**config.mk**
```make
export PLATFORM = sky130hd
export DESIGN_NAME = out_vc_credit_tracker_flat
export DESIGN_NICKNAME = d
export VERILOG_FILES = /design/src/rtl/out_vc_credit_tracker_if.sv /design/src/rtl/out_vc_credit_tracker.sv /design/src/flat_wrapper.sv
export SDC_FILE = /design/constraint.sdc
export NUM_CORES = 1
export LEC_CHECK = 0
export CELL_PAD_IN_SITES_DETAIL_PLACEMENT = 0
export CELL_PAD_IN_SITES_GLOBAL_PLACEMENT = 1
export CORE_MARGIN = 2
export CORE_UTILIZATION = 34
export DETAILED_ROUTE_END_ITERATION = 7
export GPL_ROUTABILITY_DRIVEN = 0
export GPL_TIMING_DRIVEN = 0
export MAX_ROUTING_LAYER = met4
export PLACE_DENSITY = 0.86
export SYNTH_ARGS = -nofsm -noshare
export SYNTH_HDL_FRONTEND = slang
export SYNTH_SLANG_ARGS = --single-unit
```
**constraint.sdc**
```tcl
create_clock -name clk -period 2.5 [get_ports clk]
set_clock_uncertainty 0.1 [all_clocks]
set_input_delay 0.5 -clock clk [delete_from_list [all_inputs] [get_ports clk]]
set_output_delay 0.5 -clock clk [all_outputs]
set_load 0.1 [all_outputs]
```
**src/rtl/out_vc_credit_tracker_if.sv**
```systemverilog
// Bus between the output-VC credit tracker and its neighbours (ctrl_web
// credit returns, VC/switch allocator requests, and tracker status back).
interface out_vc_credit_tracker_if #(
   parameter int unsigned NUM_OUT = 4,
   parameter int unsigned NUM_VCS = 4,
   parameter int unsigned CNT_W   = 3
);
   localparam int unsigned VC_W = (NUM_VCS > 1) ? $clog2(NUM_VCS) : 1;

   logic [NUM_OUT-1:0][NUM_VCS-1:0]            in_credit;
   logic [NUM_OUT-1:0][NUM_VCS-1:0]            alloc_valid;
   logic [NUM_OUT-1:0]                         send_valid;
   logic [NUM_OUT-1:0][VC_W-1:0]               send_vc;
   logic [NUM_OUT-1:0]                         send_tail;
   logic [NUM_OUT-1:0][NUM_VCS-1:0]            vc_free;
   logic [NUM_OUT-1:0][NUM_VCS-1:0]            credit_avail;
   logic [NUM_OUT-1:0][NUM_VCS-1:0][CNT_W-1:0] credit_cnt;
   logic [NUM_OUT-1:0][NUM_VCS-1:0]            credit_err;

   // Allocator / credit-source side
   modport master (
      output in_credit, alloc_valid, send_valid, send_vc, send_tail,
      input  vc_free, credit_avail, credit_cnt, credit_err
   );

   // Tracker side
   modport slave (
      input  in_credit, alloc_valid, send_valid, send_vc, send_tail,
      output vc_free, credit_avail, credit_cnt, credit_err
   );
endinterface

```
**src/rtl/out_vc_credit_tracker.sv**
```systemverilog
// Per-output-port, per-VC downstream credit counter and VC ownership FSM.
// Optional macro OUT_VC_CREDIT_ERR_CHK_EN: saturating counters, sticky
// credit_err flags and simulation assertions on illegal allocations.
module out_vc_credit_tracker #(
   parameter int unsigned NUM_OUT   = 4,
   parameter int unsigned NUM_VCS   = 4,
   parameter int unsigned BUF_DEPTH = 4,
   parameter int unsigned CNT_W     = $clog2(BUF_DEPTH + 1)
) (
   input  logic                     clk,
   input  logic                     rst_n,
   out_vc_credit_tracker_if.slave   bus
);
   localparam int unsigned VC_W = (NUM_VCS > 1) ? $clog2(NUM_VCS) : 1;
   localparam logic [CNT_W-1:0] FULL = CNT_W'(BUF_DEPTH);

   typedef enum logic [1:0] {
      ST_IDLE   = 2'd0,
      ST_ACTIVE = 2'd1,
      ST_WAIT   = 2'd2
   } vc_state_e;

   vc_state_e                                  r_state [NUM_OUT][NUM_VCS];
   logic [NUM_OUT-1:0][NUM_VCS-1:0][CNT_W-1:0] r_cnt;
   logic [NUM_OUT-1:0][NUM_VCS-1:0][CNT_W-1:0] w_cnt_nxt;
   logic [NUM_OUT-1:0][NUM_VCS-1:0]            w_inc;
   logic [NUM_OUT-1:0][NUM_VCS-1:0]            w_dec;
   logic [NUM_OUT-1:0][NUM_VCS-1:0]            w_vc_free;
   logic [NUM_OUT-1:0][NUM_VCS-1:0]            w_avail;
`ifdef OUT_VC_CREDIT_ERR_CHK_EN
   logic [NUM_OUT-1:0][NUM_VCS-1:0]            w_ovf;
   logic [NUM_OUT-1:0][NUM_VCS-1:0]            w_udf;
   logic [NUM_OUT-1:0][NUM_VCS-1:0]            r_err;
`endif

   // Decode credit events and compute next credit count per (port, VC)
   always_comb begin
      w_cnt_nxt = r_cnt;
      w_inc     = '0;
      w_dec     = '0;
`ifdef OUT_VC_CREDIT_ERR_CHK_EN
      w_ovf     = '0;
      w_udf     = '0;
`endif
      for (int p = 0; p < int'(NUM_OUT); p++) begin
         for (int v = 0; v < int'(NUM_VCS); v++) begin
            w_inc[p][v] = bus.in_credit[p][v];
            w_dec[p][v] = bus.send_valid[p] && (bus.send_vc[p] == VC_W'(v));
            if (w_inc[p][v] && !w_dec[p][v]) begin
`ifdef OUT_VC_CREDIT_ERR_CHK_EN
               if (r_cnt[p][v] == FULL) w_ovf[p][v] = 1'b1;
               else                     w_cnt_nxt[p][v] = r_cnt[p][v] + CNT_W'(1);
`else
               w_cnt_nxt[p][v] = r_cnt[p][v] + CNT_W'(1);
`endif
            end else if (w_dec[p][v] && !w_inc[p][v]) begin
`ifdef OUT_VC_CREDIT_ERR_CHK_EN
               if (r_cnt[p][v] == '0) w_udf[p][v] = 1'b1;
               else                   w_cnt_nxt[p][v] = r_cnt[p][v] - CNT_W'(1);
`else
               w_cnt_nxt[p][v] = r_cnt[p][v] - CNT_W'(1);
`endif
            end
         end
      end
   end

   // Credit counters and VC ownership FSM; a VC returns to IDLE only once
   // its downstream buffer is fully drained (count back at BUF_DEPTH)
   always_ff @(posedge clk) begin
      if (!rst_n) begin
         for (int p = 0; p < int'(NUM_OUT); p++) begin
            for (int v = 0; v < int'(NUM_VCS); v++) begin
               r_cnt[p][v]   <= FULL;
               r_state[p][v] <= ST_IDLE;
            end
         end
      end else begin
         r_cnt <= w_cnt_nxt;
         for (int p = 0; p < int'(NUM_OUT); p++) begin
            for (int v = 0; v < int'(NUM_VCS); v++) begin
               case (r_state[p][v])
                  ST_IDLE: begin
                     if (bus.alloc_valid[p][v]) r_state[p][v] <= ST_ACTIVE;
                  end
                  ST_ACTIVE: begin
                     if (w_dec[p][v] && bus.send_tail[p])
                        r_state[p][v] <= (w_cnt_nxt[p][v] == FULL) ? ST_IDLE : ST_WAIT;
                  end
                  ST_WAIT: begin
                     if (w_cnt_nxt[p][v] == FULL) r_state[p][v] <= ST_IDLE;
                  end
                  default: r_state[p][v] <= ST_IDLE;
               endcase
            end
         end
      end
   end

`ifdef OUT_VC_CREDIT_ERR_CHK_EN
   // Sticky over/underflow flags, cleared only by reset
   always_ff @(posedge clk) begin
      if (!rst_n) r_err <= '0;
      else        r_err <= r_err | w_ovf | w_udf;
   end

`ifndef SYNTHESIS
   // Allocating a VC that is still owned or draining is an allocator bug
   always_ff @(posedge clk) begin
      if (rst_n) begin
         for (int p = 0; p < int'(NUM_OUT); p++) begin
            for (int v = 0; v < int'(NUM_VCS); v++) begin
               a_alloc_idle: assert (!(bus.alloc_valid[p][v] && (r_state[p][v] != ST_IDLE)))
                  else $error("alloc_valid to non-IDLE VC port %0d vc %0d", p, v);
            end
         end
      end
   end
`endif

   assign bus.credit_err = r_err;
`else
   assign bus.credit_err = '0;
`endif

   // Status decodes of registered state only
   always_comb begin
      w_vc_free = '0;
      w_avail   = '0;
      for (int p = 0; p < int'(NUM_OUT); p++) begin
         for (int v = 0; v < int'(NUM_VCS); v++) begin
            w_vc_free[p][v] = (r_state[p][v] == ST_IDLE);
            w_avail[p][v]   = (r_cnt[p][v] != '0);
         end
      end
   end

   assign bus.vc_free      = w_vc_free;
   assign bus.credit_avail = w_avail;
   assign bus.credit_cnt   = r_cnt;

endmodule

```
**src/flat_wrapper.sv**
```systemverilog
// flat-port wrapper written by rule: the top's interface ports become plain ports
module out_vc_credit_tracker_flat 
#(
   parameter int unsigned NUM_OUT   = 4,
   parameter int unsigned NUM_VCS   = 4,
   parameter int unsigned BUF_DEPTH = 4,
   parameter int unsigned CNT_W     = $clog2(BUF_DEPTH + 1)
)
  (clk, rst_n, bus_in_credit, bus_alloc_valid, bus_send_valid, bus_send_vc, bus_send_tail, bus_vc_free, bus_credit_avail, bus_credit_cnt, bus_credit_err);
  out_vc_credit_tracker_if #(.NUM_OUT(NUM_OUT), .NUM_VCS(NUM_VCS), .CNT_W(CNT_W)) bus_i ();
  input  logic clk;
  input  logic rst_n;
  input wire logic [$bits(bus_i.in_credit)-1:0] bus_in_credit;
  input wire logic [$bits(bus_i.alloc_valid)-1:0] bus_alloc_valid;
  input wire logic [$bits(bus_i.send_valid)-1:0] bus_send_valid;
  input wire logic [$bits(bus_i.send_vc)-1:0] bus_send_vc;
  input wire logic [$bits(bus_i.send_tail)-1:0] bus_send_tail;
  output wire logic [$bits(bus_i.vc_free)-1:0] bus_vc_free;
  output wire logic [$bits(bus_i.credit_avail)-1:0] bus_credit_avail;
  output wire logic [$bits(bus_i.credit_cnt)-1:0] bus_credit_cnt;
  output wire logic [$bits(bus_i.credit_err)-1:0] bus_credit_err;
  assign bus_i.in_credit = bus_in_credit;
  assign bus_i.alloc_valid = bus_alloc_valid;
  assign bus_i.send_valid = bus_send_valid;
  assign bus_i.send_vc = bus_send_vc;
  assign bus_i.send_tail = bus_send_tail;
  assign bus_vc_free = bus_i.vc_free;
  assign bus_credit_avail = bus_i.credit_avail;
  assign bus_credit_cnt = bus_i.credit_cnt;
  assign bus_credit_err = bus_i.credit_err;
  out_vc_credit_tracker #(.NUM_OUT(NUM_OUT), .NUM_VCS(NUM_VCS), .BUF_DEPTH(BUF_DEPTH), .CNT_W(CNT_W)) u_core (.clk(clk), .rst_n(rst_n), .bus(bus_i));
endmodule
```
==> results of run 1 <==
[final cells by class]
class                      count  area [um2]
fill                        1738        9263
multi-input combinational    576        4144
sequential                    80        1966
timing repair buffer         145        1391
tap                          229       286.5
buffer                        42       262.8
clock buffer                  12       246.5
inverter                      44       175.2
clock inverter                 4       45.04
[power by group]
part	total (W)	leakage (nW)	internal, W	switching [W]
registers	0.00184	0.741	0.00158	0.000261
clock network	0.00134	0.146	0.000797	0.000543
logic	0.00311	2.71	0.000922	0.00218
total	0.00629	3.59	0.00330	0.00299
[Yosys cell counts, types with 6 or more instances]
cell type / number
nor2_1: 64
nand4b_1: 7
nand2b_1: 29
edfxtp_1: 29
nand3b_1: 9
o21ai_0: 28
a21oi_1: 38
mux2i_1: 9
nor4_1: 7
inv_1: 43
nor3b_1: 14
nor3_1: 16
ha_1: 48
clkbuf_1: 22
and3_1: 16
buf_4: 18
and3b_1: 6
nand2_1: 76
a211oi_1: 15
a31oi_1: 12
dfxtp_1: 51
o22ai_1: 12
a311oi_1: 10
xnor2_1: 35
and2_1: 8
xor2_1: 10
nand3_1: 21
nand4_1: 9
[cells by family after synthesis]
| group | Yosys count |
|---|---|
| mux | 11 |
| xor+xnor | 45 |
| fa+ha+maj | 53 |
| buf+inv | 92 |
| other cells | 1 |
| flops | 80 |
| simple gates | 309 |
| compound gates | 142 |
[registers in the layout, indices dropped and copies added (netlist names)]
name                   count
u_core.bus.credit_cnt     48
u_core.r_state            32
[through the flow]
step	total power (W)	instance area [um2]	TNS, ns
after floorplan	0.004168	6285	0
after CTS	0.006235	8275	0
final	0.006290	8517	0
after detailed placement	0.004857	7772	-53.61
after global routing	0.006616	8517	-0.008570
after global placement	0.004844	7772	-50.88
[metal layers]
layer  vias up  global-route usage (%)
li1       2910                       -
met2       123                   27.85
met3        18                   3.014
met4         0                   4.995
met1      2703                   22.52
met5         -                       -
[path summary, 6_finish.rpt]
check / from / end / slack, ns / depth (start not counted)
worst max-delay path: u_core.bus.credit_cnt[0] / bus_credit_cnt[0] / 0.03 / 1
worst max register to register: u_core.bus.credit_cnt[15] / u_core.r_state[1][0] / 0.10 / 10
worst min-delay path: bus_in_credit[14] / u_core.bus.credit_cnt[43] / 0.36 / 3
worst min register to register: u_core.r_state[0][7] / u_core.r_state[0][6] / 0.38 / 1
[repair_timing]
action,4_1_cts,5_1_grt
gates resized for setup,114,97
cloned,0,0
setup buffers,16,9
pin swaps,7,24
hold endpoints to repair,0,0
setup endpoints to repair,104,55
==> metrics, run 1 <==
status=completed; chip height=138.0 um; Static Leak=3.594 nW; Met3 Wirelength=647 um; WL/cell=14.61 um; worst slack at placement=-1.112 ns; PortBufs=120; Synth cell types=69; Num Clock Sinks=80; H-tree lvl count=3; initial antenna violation count=0; number of synthesized flops with an enable pin=29; WL met2=7833 um; commonest non-fill, non-tap cells in the layout=76 x nand2_1, 58 x nor2_1, 44 x ha_1, 43 x clkdlybuf4s50_1, 41 x buf_4; ANT nets after route=0; top cell type's share of synthesized area=16.71%; Setup Crit Path Kind=reg2out; Initial Util=34.36%; Max Clock Freq=404.8 MHz; PwrDens=738.5 nW/um2; CTS tree=built; Die Span X=138.0 um; multiplexer share of the synthesized area=1.844%; pin count of the biggest net entering global routing=14; Overflow after GRT=0; WP data required=1.90 ns; WHS=0.3626 ns; CORE AREA=17780 um2; critical path arrival=1.87 ns; Synth Area in XOR/XNOR=6.452%; Async S/R FF share, synth=0%; CTS Hold Bufs=0; Tot GR Track Use=17.34%; placed insts=1097; commonest non-fill, non-tap cell in the layout=nand2_1; Mapped Cells=733; cell area after synthesis=6108 um2; post-route worst setup slack=0.02973 ns; max-cap violation count=0; CTS buffer count=9; Via Count=5754; Worst setup SP type=register; io pins=146; Worst path top cell family by delay=buffers and inverters; post-layout util=47.90%; CP Max Fanout=5; fin. max-slew vios=0; Syn Area/Cell=8.333 um2; Synth Area in Adders=10.67%; global-route wire length before repair=26540 um; Hold Crit Class=in2reg; post-synthesis sequential area ratio=30.97%; Crit. End Element=output port; cells along the critical path=clkdlybuf4s50_1; final cell count without fillers=1132; Area contributors post-synth=dfxtp_1 17%, edfxtp_1 14%, ha_1 9.8%, xnor2_1 5.0%, nand2_1 4.7%; endpoints failing setup=0; vias in the first global route=5271; top_reg_cell synth=dfxtp_1; Crit-path slowest cell=clkdlybuf4s50_1; Ant. Diodes=0; slowest cell delay on critical path=1.15 ns; top layer reached by signal wires=met4; Iter 0 DRT Violations=270; max_slew headroom=33.96%; root buf cell=clkbuf_16; clk_lat worst skew=0.35 ns; Max Buffers Root-to-Sink=2; std cell rows=49; clock slew at reported path FFs=0.06 ns; fin crit share=98.81%; Worst VDD drop=0.5245 mV; Post-Synth Simple-Gate Area=27.45%; drt pass-1 iters=4; die area=19050 um2; YS warnings=0; Routed Wire Length=16540 um; crit path time final=2.470 ns; Final nets=996; Synth Area in Compound Gates=15.57%; largest area contributor in the netlist=dfxtp_1; Residual DRC=0; Final Hold Fails=0; area delta synth->final=39.43%; Worst-Margin Slew=0.9876 ns; Buf/Inv on CP=1; largest family of logic cells by synthesized area=simple AND/OR/NAND/NOR gates; M1 WL=7828 um; layout cell share with drive strength beyond 1=22.04%; Vias/cell=5.083; Detailed Place HPWL=11750 um; Yosys reg bits=80
Note: power is estimated with default switching activity, not from simulation.
==> run 2, diff against run 1 <==
--- a/config.mk
+++ b/config.mk
@@ -5,6 +5,7 @@
 export SDC_FILE = /design/constraint.sdc
 export NUM_CORES = 1
 export LEC_CHECK = 0
+export CAP_MARGIN = 40
 export CELL_PAD_IN_SITES_DETAIL_PLACEMENT = 0
 export CELL_PAD_IN_SITES_GLOBAL_PLACEMENT = 1
 export CORE_MARGIN = 2
@@ -14,6 +15,7 @@
 export GPL_TIMING_DRIVEN = 0
 export MAX_ROUTING_LAYER = met4
 export PLACE_DENSITY = 0.86
+export SETUP_SLACK_MARGIN = 0.4
 export SYNTH_ARGS = -nofsm -noshare
 export SYNTH_HDL_FRONTEND = slang
 export SYNTH_SLANG_ARGS = --single-unit
==> run 2 against run 1 <==
Routed wire length is 15% higher. Utilization is 11 points higher. Largest cell class unchanged. Cell area grew 23%. Sequential power is 2% lower. Highest routed layer unchanged. Non-clock buffer count is 107 higher. Largest power group unchanged. Global-route usage is 2.5 points higher.
==> metrics, run 2 (synthesis results as in run 1) <==
Switching Fraction=44.42% (-3.1 points); Ant. Diodes=0 (unchanged); root buf cell=clkbuf_16; chip height=138.0 um (unchanged); CTS buffer count=9 (unchanged); register area=2029 um2 (+3.2%); Crit. End Element=register; Sw Pwr=0.003244 W (+8.6%); drt pass-1 iters=4 (unchanged); Static Leak=4.370 nW (+22%); Die Span X=138.0 um (unchanged); commonest non-fill, non-tap cell in the layout=buf_4; CTS tree=built; max-cap violation count=0 (unchanged); Routed Wire Length=19070 um (+15%); Overflow after GRT=0 (unchanged); Max Clock Freq=418.0 MHz (+3.3%); Met3 Wirelength=613 um (-5.3%); CP Max Fanout=8 (+3); CP startpoint=bus_send_valid[0]; CORE AREA=17780 um2 (unchanged); Seq pwr share=24.7% (-4.6 points); r2r startpoint=u_core.bus.credit_cnt[18]; fin crit share=95.68% (-3.1 points); fin. max-slew vios=0 (unchanged); pin count of the biggest net entering global routing=13 (-1); r2r setup slk=0.12 ns (+0.02 ns); Setup Crit Path Kind=in2reg; M1 WL=8478 um (+8.3%); Worst-Margin Slew=0.6761 ns (-0.3115 ns); Residual DRC=0 (unchanged); max_slew headroom=54.93% (+21 points); Internal=0.004059 W (+23%); Worst VDD drop=0.6254 mV (+19%); H-tree lvl count=3 (unchanged); Hold Crit Class=in2reg; status=completed; RSZ-0062 raised after global routing=yes; Final nets=1103 (+11%); WL/cell=15.39 um (+5.3%); vias in the first global route=6129 (+16%); PortBufs=120 (unchanged); final non-filler cell area=10460 um2 (+23%); die area=19050 um2 (unchanged); Detailed Place HPWL=13220 um (+12%); global-route wire length before repair=30370 um (+14%); initial antenna violation count=0 (unchanged); worst hold start=bus_in_credit[14]; WL met2=9644 um (+23%); Initial Util=34.36% (unchanged); Clk network pwr share=18.3% (-3.0 points); Num Clock Sinks=80 (unchanged); Iter 0 DRT Violations=237 (-12%); Via Count=6259 (+8.8%); layout cell share with drive strength beyond 1=38.02% (+16 points); Vias/cell=5.052 (-0.62%); max reg flops=48 (unchanged); Logic pwr share=57.0% (+7.6 points); endpoints failing setup=0 (unchanged); clk_lat worst skew=0.34 ns (about the same); top layer reached by signal wires=met4; area delta synth->final=71.24%; Max Buffers Root-to-Sink=2 (unchanged); Final Hold Fails=0 (unchanged); io pins=146 (unchanged); ANT nets after route=0 (unchanged); WP data required=2.49 ns (+0.59 ns); clock slew at reported path FFs=0.06 ns (about the same); Worst setup SP type=input port; Tot GR Track Use=19.87% (+2.5 points); critical path arrival=2.39 ns (+0.52 ns); fill count=1455 (-16%); placed cell area=9300 um2 (+20%); PwrDens=698.1 nW/um2 (-5.5%); crit path time final=2.392 ns (-0.07816 ns); commonest non-fill, non-tap cells in the layout=85 x buf_4, 76 x nand2_1, 57 x clkdlybuf4s50_1, 48 x nor2_1, 38 x buf_12; std cell rows=49 (unchanged); setup TNS=0 ns (unchanged); area of the multi-input gates=4365 um2 (+5.3%)
-- run 2: cell count changes in the layout (fill, tap and decap cells not counted), sizes merged --
cell	delta
buf	+130
clkdlybuf4s15	-16
clkbuf	-2
clkdlybuf4s50	+14
dlygate4sd2	-3
dlymetal6s2s	-17
clkinv	+1
-- run 2: power by group through the flow --
stage | clock, W | combinational, W | sequential [W]
4_1_cts | 0.00136 | 0.00403 | 0.00180
2_1_floorplan | 0 | 0.00173 | 0.00253
6_report | 0.00133 | 0.00416 | 0.00180
3_5_place_dp | 0 | 0.00369 | 0.00188
3_3_place_gp | 0 | 0.00306 | 0.00188
5_1_grt | 0.00142 | 0.00438 | 0.00183
-- run 2: final cells by class --
class / count / area share (%)
plain buffers: 48 / 3.266
inverters: 44 / 1.770
clock inverters: 5 / 0.4426
repair buffers: 246 / 28.33
clock buffers: 11 / 2.321
well taps: 229 / 2.739
multi-input cells: 576 / 41.73
flip-flops and latches: 80 / 19.40
-- run 2: metal layers --
metal | vias up | global-route usage [%]
met3 | 26 | 2.529
met2 | 133 | 33.92
met5 | - | -
met1 | 2976 | 24.69
met4 | 0 | 5.800
li1 | 3124 | -
-- run 2: what timing repair did --
item,CTS,global route
endpoints found under the setup margin,145,49
setup buffers,51,17
hold buffers,0,0
resized for setup,146,73
cloned,1,0
pin swaps,23,32
-- run 2: critical path, stage by stage --
cell	delay (ns)
buf_2	0.11
and3_1	0.17
clkbuf_2	0.18
and3_1	0.22
a311oi_1	0.30
a311oi_2	0.10
and2_4	0.20
o41ai_4	0.34
buf_4	0.21
a21oi_2	0.05
-- run 2: per-stage QoR --
| step | util (%) | hold WS (ns) | setup slack [ns] | power, W | std cells |
|---|---|---|---|---|---|
| 2_1_floorplan | - | 0.3668 | 0.01828 | 0.004257 | 748 |
| 3_3_place_gp | 44.99 | 0.3976 | -1.137 | 0.004936 | 1097 |
| 3_5_place_dp | 52.31 | 0.4040 | -1.140 | 0.005570 | 1177 |
| 4_1_cts | 56.90 | 0.3418 | 0.1060 | 0.007190 | 1222 |
| 5_1_grt | 58.83 | 0.4008 | 0.03145 | 0.007639 | 1239 |
| 6_report | 58.83 | 0.3608 | 0.1079 | 0.007302 | 1239 |
-- run 2: worst paths after layout --
path | cells after the start | end
worst max-delay path | 10 | u_core.r_state[0][2]
worst min-delay path | 3 | u_core.bus.credit_cnt[43]
worst max register to register | 10 | u_core.r_state[0][2]
worst min register to register | 2 | u_core.bus.credit_cnt[25]
==> run 3, diff against run 2 <==
--- a/config.mk
+++ b/config.mk
@@ -15,6 +15,7 @@
 export GPL_TIMING_DRIVEN = 0
 export MAX_ROUTING_LAYER = met4
 export PLACE_DENSITY = 0.86
+export REMOVE_ABC_BUFFERS = 1
 export SETUP_SLACK_MARGIN = 0.4
 export SYNTH_ARGS = -nofsm -noshare
 export SYNTH_HDL_FRONTEND = slang
==> run 3 against run 2 <==
Clock power hardly changed. Hold slack lost 0.054 ns. Register-to-register slack improved by 0.02 ns. Worst setup slack gained 0.032 ns. Sequential power hardly changed. Die area did not move. Cell area decreased by 1.3%. Largest cell class unchanged. Largest power group unchanged. Highest routed layer unchanged.
==> metrics, run 3 (synthesis results as in run 1) <==
Routed Wire Length=18500 um (-3.0%); cells along the critical path=inv_2 -> ha_4 -> o311a_1 -> or4_4 -> o2111ai_2 -> o41ai_4 -> buf_4 -> a21oi_2; CTS tree=built; commonest non-fill, non-tap cells in the layout=75 x nand2_1, 72 x buf_4, 63 x buf_12, 58 x nor2_1; Ant. Diodes=0 (unchanged); RSZ-0062 raised after global routing=yes; Hold Path Depth=2 (-1); Die Span X=138.0 um (unchanged); worst hold start=rst_n; Iter 0 DRT Violations=290 (+22%); area delta synth->final=69.07%; global-route wire length before repair=28610 um (-5.8%); Final Hold Fails=0 (unchanged); PortBufs=129 (+7.5%); CORE AREA=17780 um2 (unchanged); fill count=1492 (+2.5%); Setup Crit Path Kind=reg2reg; Residual DRC=0 (unchanged); vias in the first global route=5950 (-2.9%); slowest cell delay on critical path=0.51 ns (+0.17 ns); commonest non-fill, non-tap cell in the layout=nand2_1; Stages on worst setup path=8 (-2); PwrDens=707.6 nW/um2 (+1.4%); ANT nets after route=0 (unchanged); CP startpoint=u_core.bus.credit_cnt[12]; Via Count=6214 (-0.72%); max reg flops=48 (unchanged); placed cell area=8837 um2 (-5.0%); r2r startpoint=u_core.bus.credit_cnt[12]; pin count of the biggest net entering global routing=24 (+11); Static Leak=4.418 nW (+1.1%); H-tree lvl count=3 (unchanged); root buf cell=clkbuf_16; Max Clock Freq=423.7 MHz (+1.4%); Max Buffers Root-to-Sink=2 (unchanged); WL/cell=15.26 um (-0.84%); crit path time final=2.360 ns (-0.03197 ns); Worst VDD drop=0.4907 mV (-22%); CTS Hold Bufs=0 (unchanged); Final nets=1076 (-2.4%); Worst path top cell family by delay=compound AO/OA/AOI/OAI gates; Detailed Place HPWL=11710 um (-11%); initial antenna violation count=0 (unchanged); max-cap violation count=0 (unchanged); Tot GR Track Use=18.59% (-1.3 points); fin. max-slew vios=0 (unchanged); Overflow after GRT=0 (unchanged); clk_lat worst skew=0.36 ns (+0.02 ns); WP data required=2.62 ns (+0.13 ns); io pins=146 (unchanged); CTS buffer count=9 (unchanged); placed insts=1140 (-3.1%); max_slew headroom=56.41% (+1.5 points); fin crit share=94.41% (-1.3 points); layout cell share with drive strength beyond 1=32.45% (-5.6 points); final non-filler cell area=10330 um2 (-1.3%); CP Max Fanout=4 (-4); Num Clock Sinks=80 (unchanged); Crit-path slowest cell=or4_4; R2R cell count=8 (-2); endpoints failing setup=0 (unchanged); critical path arrival=2.48 ns (+0.09 ns); Worst-Margin Slew=0.6525 ns (-0.02358 ns); Buf/Inv on CP=2 (-1); Initial Util=34.36% (unchanged); final cell count without fillers=1212 (-2.2%); setup TNS=0 ns (unchanged); Vias/cell=5.127 (+1.5%); std cell rows=49 (unchanged); Worst setup SP type=register; Hold Crit Class=in2reg; chip height=138.0 um (unchanged); Crit. End Element=register; status=completed; drt pass-1 iters=5 (+1); die area=19050 um2 (unchanged); clock slew at reported path FFs=0.06 ns (about the same)
[run 3: cell count changes in the layout (fill, tap and decap cells not counted), moves of 13 or more]
cell	previous run	this run
clkdlybuf4s50_1	57	40
nand2b_1	10	27
buf_4	85	72
dlygate4sd2_1	16	35
dfxtp_4	31	16
buf_12	38	63
nand2b_2	16	1
buf_8	35	9
[run 3: final timing paths]
check,to,slack [ns]
max,u_core.r_state[0][0],0.14
min,u_core.bus.credit_cnt[20],0.31
max reg2reg,u_core.r_state[0][0],0.14
min reg2reg,u_core.r_state[0][6],0.39
[run 3: layout make-up]
cell class | count | area (um2) | share of cell area [%]
clock buffer | 9 | 225.2 | 2.181
timing repair buffer | 267 | 3333 | 32.28
tap | 229 | 286.5 | 2.774
multi-input combinational | 576 | 4259 | 41.24
sequential | 80 | 1977 | 19.14
clock inverter | 7 | 62.56 | 0.6058
inverter | 44 | 183.9 | 1.781
[run 3: stage by stage]
step                worst slack [ns]  hold WS (ns)  util [%]  power [W]
finish                        0.1399        0.3070     58.09   0.007307
global route                 0.02260        0.3099     58.09   0.007630
CTS                           0.1704        0.3088     55.49   0.007092
detailed placement            -1.147        0.3811     49.70   0.005397
global placement              -3.009        0.3674     42.08   0.004760
floorplan                    -0.6702        0.3467         -   0.004060
[run 3: report_power, final]
group / total, W / internal (W) / leakage [nW] / switching [W]
combinational: 0.00418 / 0.00170 / 3.54 / 0.00248
sequential: 0.00178 / 0.00158 / 0.740 / 0.000200
clock: 0.00135 / 0.000763 / 0.136 / 0.000587
total: 0.00731 / 0.00404 / 4.42 / 0.00326
[run 3: metal layers]
layer,vias up,wire length [um],share of wire [%],global-route usage [%]
li1,3065,-,-,-
met3,31,872,4.7,3.637
met5,-,0,0,-
met2,181,9592,52,32.26
met1,2937,7684,42,21.50
met4,0,348,1.9,6.391
[run 3: timing repair]
item                                    CTS  global route
setup buffers                            58            18
endpoints found under the setup margin  134            61
gates cloned                              1             0
pin swaps                                17            40
resized for setup                       234           103
